`src/rtl/uart_tx_fifo_reader_pkg.sv`:
```
// Shared UART definitions: state encodings, baud counter width and frame-length helper.
// Reused by the UART receiver.
package uart_tx_fifo_reader_pkg;

  localparam int BAUD_CNT_W = 16;

  typedef enum logic [2:0] {
    ST_IDLE   = 3'd0,
    ST_FETCH  = 3'd1,
    ST_START  = 3'd2,
    ST_DATA   = 3'd3,
    ST_PARITY = 3'd4,
    ST_STOP   = 3'd5
  } uart_state_e;

  // Line cycles for one character, excluding the pop and fetch cycles.
  function automatic int frame_cycles(int data_width, int clks_per_bit, int stop_bits, bit parity);
    return (1 + data_width + int'(parity) + stop_bits) * clks_per_bit;
  endfunction

endpackage

```
`src/rtl/uart_tx_fifo_reader_baud_counter.sv`:
```
// Baud counter shared by the UART transmitter and receiver: counts 0..CLKS_PER_BIT-1
// and pulses bit_done on the last cycle of each bit period.
module uart_baud_counter
  import uart_tx_fifo_reader_pkg::*;
#(
  parameter int CLKS_PER_BIT = 16
) (
  input  logic Clk,
  input  logic Rst_n,
  input  logic restart,
  output logic bit_done
);

  localparam logic [BAUD_CNT_W-1:0] LAST = BAUD_CNT_W'(CLKS_PER_BIT - 1);

  logic [BAUD_CNT_W-1:0] cnt_q;

  assign bit_done = !restart && (cnt_q == LAST);

  always_ff @(posedge Clk or negedge Rst_n) begin
    if (!Rst_n) begin
      cnt_q <= '0;
    end else if (restart || cnt_q == LAST) begin
      cnt_q <= '0;
    end else begin
      cnt_q <= cnt_q + 1'b1;
    end
  end

endmodule

```
`src/rtl/uart_tx_fifo_reader.sv`:
```
// UART transmitter draining the TX FIFO read port; one frame per popped word.
// Optional parity bit enabled by defining UART_TX_PARITY_EN.
module uart_tx_fifo_reader
  import uart_tx_fifo_reader_pkg::*;
#(
  parameter int DATA_WIDTH   = 8,
  parameter int CLKS_PER_BIT = 16,
  parameter int STOP_BITS    = 1
) (
  input  logic                  Clk,
  input  logic                  Rst_n,
  input  logic                  Enable_in,
  input  logic [DATA_WIDTH-1:0] Fifo_Data_in,
  input  logic                  Fifo_Empty_in,
`ifdef UART_TX_PARITY_EN
  input  logic                  Parity_odd_in,
`endif
  output logic                  Fifo_ReadEn_out,
  output logic                  Tx_out,
  output logic                  Busy_out,
  output logic [2:0]            Dbg_state_out
);

  localparam int BCW = $clog2(DATA_WIDTH) + 1;
  localparam logic [BCW-1:0] LAST_DATA = BCW'(DATA_WIDTH - 1);
  localparam logic [BCW-1:0] LAST_STOP = BCW'(STOP_BITS - 1);

  uart_state_e           state_q, state_d;
  logic [DATA_WIDTH-1:0] shift_q, shift_d;
  logic [BCW-1:0]        bit_cnt_q, bit_cnt_d;
  logic                  tx_q, tx_d;
  logic                  pop;
  logic                  bit_done;
  logic                  restart;
`ifdef UART_TX_PARITY_EN
  logic                  parity_q, parity_d;
`endif

  // FIFO read handshake: a pop is a single-cycle Fifo_ReadEn_out pulse, only in IDLE
  // and only while Fifo_Empty_in is low; Fifo_Data_in is taken the following cycle.
  assign Fifo_ReadEn_out = pop;
  assign Busy_out        = (state_q != ST_IDLE) || pop;
  assign Tx_out          = tx_q;
  assign Dbg_state_out   = state_q;
  assign restart         = (state_q == ST_IDLE) || (state_q == ST_FETCH);

  uart_baud_counter #(.CLKS_PER_BIT(CLKS_PER_BIT)) u_baud (
    .Clk      (Clk),
    .Rst_n    (Rst_n),
    .restart  (restart),
    .bit_done (bit_done)
  );

  always_ff @(posedge Clk or negedge Rst_n) begin
    if (!Rst_n) begin
      state_q   <= ST_IDLE;
      shift_q   <= '0;
      bit_cnt_q <= '0;
      tx_q      <= 1'b1;
`ifdef UART_TX_PARITY_EN
      parity_q  <= 1'b0;
`endif
    end else begin
      state_q   <= state_d;
      shift_q   <= shift_d;
      bit_cnt_q <= bit_cnt_d;
      tx_q      <= tx_d;
`ifdef UART_TX_PARITY_EN
      parity_q  <= parity_d;
`endif
    end
  end

  always_comb begin
    state_d   = state_q;
    shift_d   = shift_q;
    bit_cnt_d = bit_cnt_q;
    pop       = 1'b0;
`ifdef UART_TX_PARITY_EN
    parity_d  = parity_q;
`endif
    case (state_q)
      ST_IDLE: begin
        // Rst_n gate keeps the pop strobe low while reset is held.
        if (Enable_in && !Fifo_Empty_in && Rst_n) begin
          pop     = 1'b1;
          state_d = ST_FETCH;
        end
      end
      ST_FETCH: begin
        shift_d   = Fifo_Data_in;
        bit_cnt_d = '0;
`ifdef UART_TX_PARITY_EN
        parity_d  = (^Fifo_Data_in) ^ Parity_odd_in;
`endif
        state_d   = ST_START;
      end
      ST_START: begin
        if (bit_done) state_d = ST_DATA;
      end
      ST_DATA: begin
        if (bit_done) begin
          shift_d = shift_q >> 1;
          if (bit_cnt_q == LAST_DATA) begin
            bit_cnt_d = '0;
`ifdef UART_TX_PARITY_EN
            state_d   = ST_PARITY;
`else
            state_d   = ST_STOP;
`endif
          end else begin
            bit_cnt_d = bit_cnt_q + 1'b1;
          end
        end
      end
`ifdef UART_TX_PARITY_EN
      ST_PARITY: begin
        if (bit_done) state_d = ST_STOP;
      end
`endif
      ST_STOP: begin
        if (bit_done) begin
          if (bit_cnt_q == LAST_STOP) state_d = ST_IDLE;
          else bit_cnt_d = bit_cnt_q + 1'b1;
        end
      end
      default: state_d = ST_IDLE;
    endcase

    // Line level is registered from the state being entered, so Tx_out tracks state_q.
    case (state_d)
      ST_START:  tx_d = 1'b0;
      ST_DATA:   tx_d = shift_d[0];
`ifdef UART_TX_PARITY_EN
      ST_PARITY: tx_d = parity_d;
`endif
      default:   tx_d = 1'b1;
    endcase
  end

endmodule
```
`config.mk`:
```
export PLATFORM = sky130hd
export DESIGN_NAME = uart_tx_fifo_reader
export DESIGN_NICKNAME = d
export VERILOG_FILES = /design/src/rtl/uart_tx_fifo_reader_pkg.sv /design/src/rtl/uart_tx_fifo_reader_baud_counter.sv /design/src/rtl/uart_tx_fifo_reader.sv
export SDC_FILE = /design/constraint.sdc
export NUM_CORES = 1
export LEC_CHECK = 0
export CELL_PAD_IN_SITES_DETAIL_PLACEMENT = 1
export CELL_PAD_IN_SITES_GLOBAL_PLACEMENT = 2
export CORE_MARGIN = 1.5
export CORE_UTILIZATION = 36
export CTS_CLUSTER_DIAMETER = 30
export DETAILED_ROUTE_END_ITERATION = 8
export PLACE_DENSITY = 0.83
export SLEW_MARGIN = 20
export SYNTH_ARGS = -nofsm -noshare
export SYNTH_HDL_FRONTEND = slang
export SYNTH_SLANG_ARGS = --single-unit
export TNS_END_PERCENT = 100
```
`constraint.sdc`:
```
create_clock -name Clk -period 2 [get_ports Clk]
set_clock_uncertainty 0.1 [all_clocks]
set_input_delay 0.6 -clock Clk [delete_from_list [all_inputs] [get_ports Clk]]
set_output_delay 0.6 -clock Clk [all_outputs]
set_load 0.01 [all_outputs]
```
==> results.sh <==
export IMPL_status="complete, no violations"
export IMPL_use_met3=0.0366
export IMPL_core_area_mm2=0.00444
export IMPL_grt_antenna_before_repair=0
export IMPL_cap_viol_max_count=0
export IMPL_grt_pass1_wl_mm=7.09
export IMPL_r2r_start="u_baud.cnt_q[12]"
export IMPL_h_tree_depth=2
export IMPL_postRouteAntennaNets=0
export IMPL_drv_slew=0
export IMPL_netlist_instances=169
export IMPL_hold_viol_final=0
export IMPL_cp_slowest_cell="nand3b_1"
export IMPL_rows=24
export IMPL_period_share=0.971
export IMPL_die_w_um=71.9
export IMPL_cp_arrival_ps=1240
export IMPL_syn_area_per_cell_um2=10.1
export IMPL_grt_use_met1=0.221
export IMPL_diodes=0
export IMPL_vdd_drop_max_v=0.000558
export IMPL_max_freq_mhz=515
export IMPL_ys_seq_elements=32
export IMPL_rrSetupSlack_ps=130
export IMPL_areaGrowthSynthToFinish_pct=27.2
export IMPL_r2r_cells=6
export IMPL_start_util=0.384
export IMPL_ys_dominant_reg_cell="dfrtp_1"
export IMPL_async_flop_share=1.00
export IMPL_ios=18
export IMPL_grt_pass1_vias=1532
export IMPL_insertion_delay_ps=290
export IMPL_layout_min_cycle_time_ps=1940
export IMPL_ys_warn_count=0
export IMPL_die_h_um=71.9
export IMPL_synth_top_area_cell="dfrtp_1"
export IMPL_cp_required_ps=1300
export IMPL_die_area_mm2=0.00517
export IMPL_clk_path_buf_depth=2
export IMPL_syn_cell_area_mm2=0.00171
export IMPL_path_clk_slew_ps=70
export IMPL_powerDensity_mw_per_mm2=997
export IMPL_cp_cell_sequence="clkdlybuf4s15_1 > nand3b_1 > nor2b_2 > buf_2"
export IMPL_grt_max_degree=33
export IMPL_gr_usage_met2=0.301
export IMPL_cpPeakStageDelay_ps=190
export IMPL_dp_final_hpwl_mm=2.84
export IMPL_worstSetupPathDepth=4
export IMPL_post_route_cell_area_mm2=0.00217
export IMPL_clock_sinks=32
export IMPL_path_delay_family="simple AND/OR/NAND/NOR gates"
export IMPL_viasPerCell=5.36
export IMPL_fillers=490
export IMPL_path_buf_inv=2
export IMPL_vias=1383
export IMPL_gr_total_overflow=0
export IMPL_min_path_type="input pin to async pin"
export IMPL_synth_top_cell_area_share=0.454
export IMPL_synth_edf_count=0
export IMPL_grt_busiest_layer="met2"
export IMPL_crit_type="input pin to output pin"
export IMPL_relSlewSlack=0.559
export IMPL_ys_types=41
export IMPL_drc=0
export IMPL_tns_ps=0
export IMPL_setup_viol_count_final=0
export IMPL_placed_cell_area_mm2=0.00203
export IMPL_end_kind="output pin"
export IMPL_total_power_w=0.00217
export IMPL_fin_util=0.489
export IMPL_cts_tree="built"
export IMPL_drive_gt1_frac=0.209
export IMPL_netlist_top_cells_area="dfrtp_1, a22oi_1, nor2_1, nor4_4, xor2_1"
export IMPL_crit_fanout=2
export IMPL_worst_pin_slew_ps=662
export IMPL_wl_per_cell_um=15.7
export IMPL_syn_nets=184
export IMPL_p_leak_nw=0.952
export IMPL_finalWirelength_mm=4.04
export IMPL_r2r_end="bit_cnt_q[1]"
export IMPL_drt_iter0_markers=92
export IMPL_layout_common_cells="dfrtp_1, nor2_1, buf_4"
export IMPL_io_buffers=17
export IMPL_place_gp_congestion=0.826
export IMPL_synth_seq_area_share=0.470
export IMPL_cts_inserted_buffers=5
export IMPL_nets=220
export IMPL_dr_pass1_iters=4
export IMPL_cts_root_buf="clkbuf_8"
export IMPL_rsz0062_at_grt="no"
export IMPL_cp_start_kind="input pin"
export IMPL_final_common_cell="dfrtp_1"
export IMPL_grtUsageTotal=0.180
[per-layer routing]
metal / wire, um / vias up
met5: 0 / -
met4: 82 / 0
met3: 126 / 8
met2: 1980 / 21
met1: 1860 / 682
li1: - / 672
[cells by family (layout without fill, tap and decap cells)]
family	after synthesis	count (layout)	synth area share
XOR/XNOR	13	13	0.0667
AO/OA/AOI/OAI	39	39	0.160
buffers and inverters	13	50	0.0315
adder cells (fa/ha/maj)	3	3	0.0220
AND/OR/NAND/NOR	67	67	0.238
multiplexers	2	2	0.0117
flip-flops	32	32	0.470
[registers in the layout, summed over array words and instances (netlist names)]
signal and cells:
shift_q 8, Dbg_state_out 3, bit_cnt_q 4, Tx_out 1, u_baud.cnt_q 16
[worst reg2reg max path, delay by kind of cell, from the launching register on]
family	cells	cell delay, ps
mux	1	190
compound gates	2	370
simple gates	2	480
flops	1	450
buf+inv	1	220
[how the worst max path moves through the flow]
| stage | start | to | slack [ps] |
|---|---|---|---|
| after floorplan | u_baud.cnt_q[0] | bit_cnt_q[1] | 240 |
| after global placement | Rst_n | Fifo_ReadEn_out | -610 |
| after detailed placement | Rst_n | Fifo_ReadEn_out | -680 |
| after CTS | Dbg_state_out[2] | Busy_out | 10 |
| after global routing | Dbg_state_out[1] | Fifo_ReadEn_out | 1 |
| final | Fifo_Empty_in | Fifo_ReadEn_out | 60 |
[where the power goes]
part / switching [W] / internal, W / total (W)
logic: 0.000318 / 0.000337 / 0.000654
registers: 0.000106 / 0.000786 / 0.000891
clock network: 0.000250 / 0.000370 / 0.000620
total: 0.000673 / 0.00149 / 0.00217
[cell type report]
| class | count | area (um2) | share of cell area |
|---|---|---|---|
| multi-input cells | 124 | 877 | 0.404 |
| flip-flops and latches | 32 | 803 | 0.370 |
| repair buffers | 35 | 293 | 0.135 |
| clock buffers | 6 | 72.6 | 0.0334 |
| well taps | 52 | 65.1 | 0.0300 |
| clock inverters | 2 | 35.0 | 0.0161 |
| inverters | 7 | 26.3 | 0.0121 |
[synthesized netlist by cell type (4+ instances only)]
| library cell | instances |
|---|---|
| a21oi_1 | 5 |
| a22oi_1 | 11 |
| and3_1 | 4 |
| buf_2 | 4 |
| dfrtp_1 | 31 |
| inv_1 | 7 |
| nand2_1 | 9 |
| nand3_1 | 6 |
| nand3b_1 | 4 |
| nand4_1 | 4 |
| nor2_1 | 20 |
| nor2b_1 | 5 |
| nor3_1 | 5 |
| o21ai_1 | 6 |
| xnor2_1 | 6 |
| xor2_1 | 7 |
[metrics by stage]
step,setup WS (ps),hold WS (ps),instances
6_report,58.4,377,258
5_1_grt,1.15,417,258
4_1_cts,9.82,384,258
3_5_place_dp,-684,373,247
3_3_place_gp,-612,349,247
2_1_floorplan,244,204,169
[timing repair]
action / CTS / global route
gates resized for setup: 17 / 7
pin swaps: 1 / 3
hold buffers: 0 / 0
buffers inserted: 3 / 0
endpoints found under the setup margin: 7 / 8
Note: power is estimated with default switching activity, not from simulation.
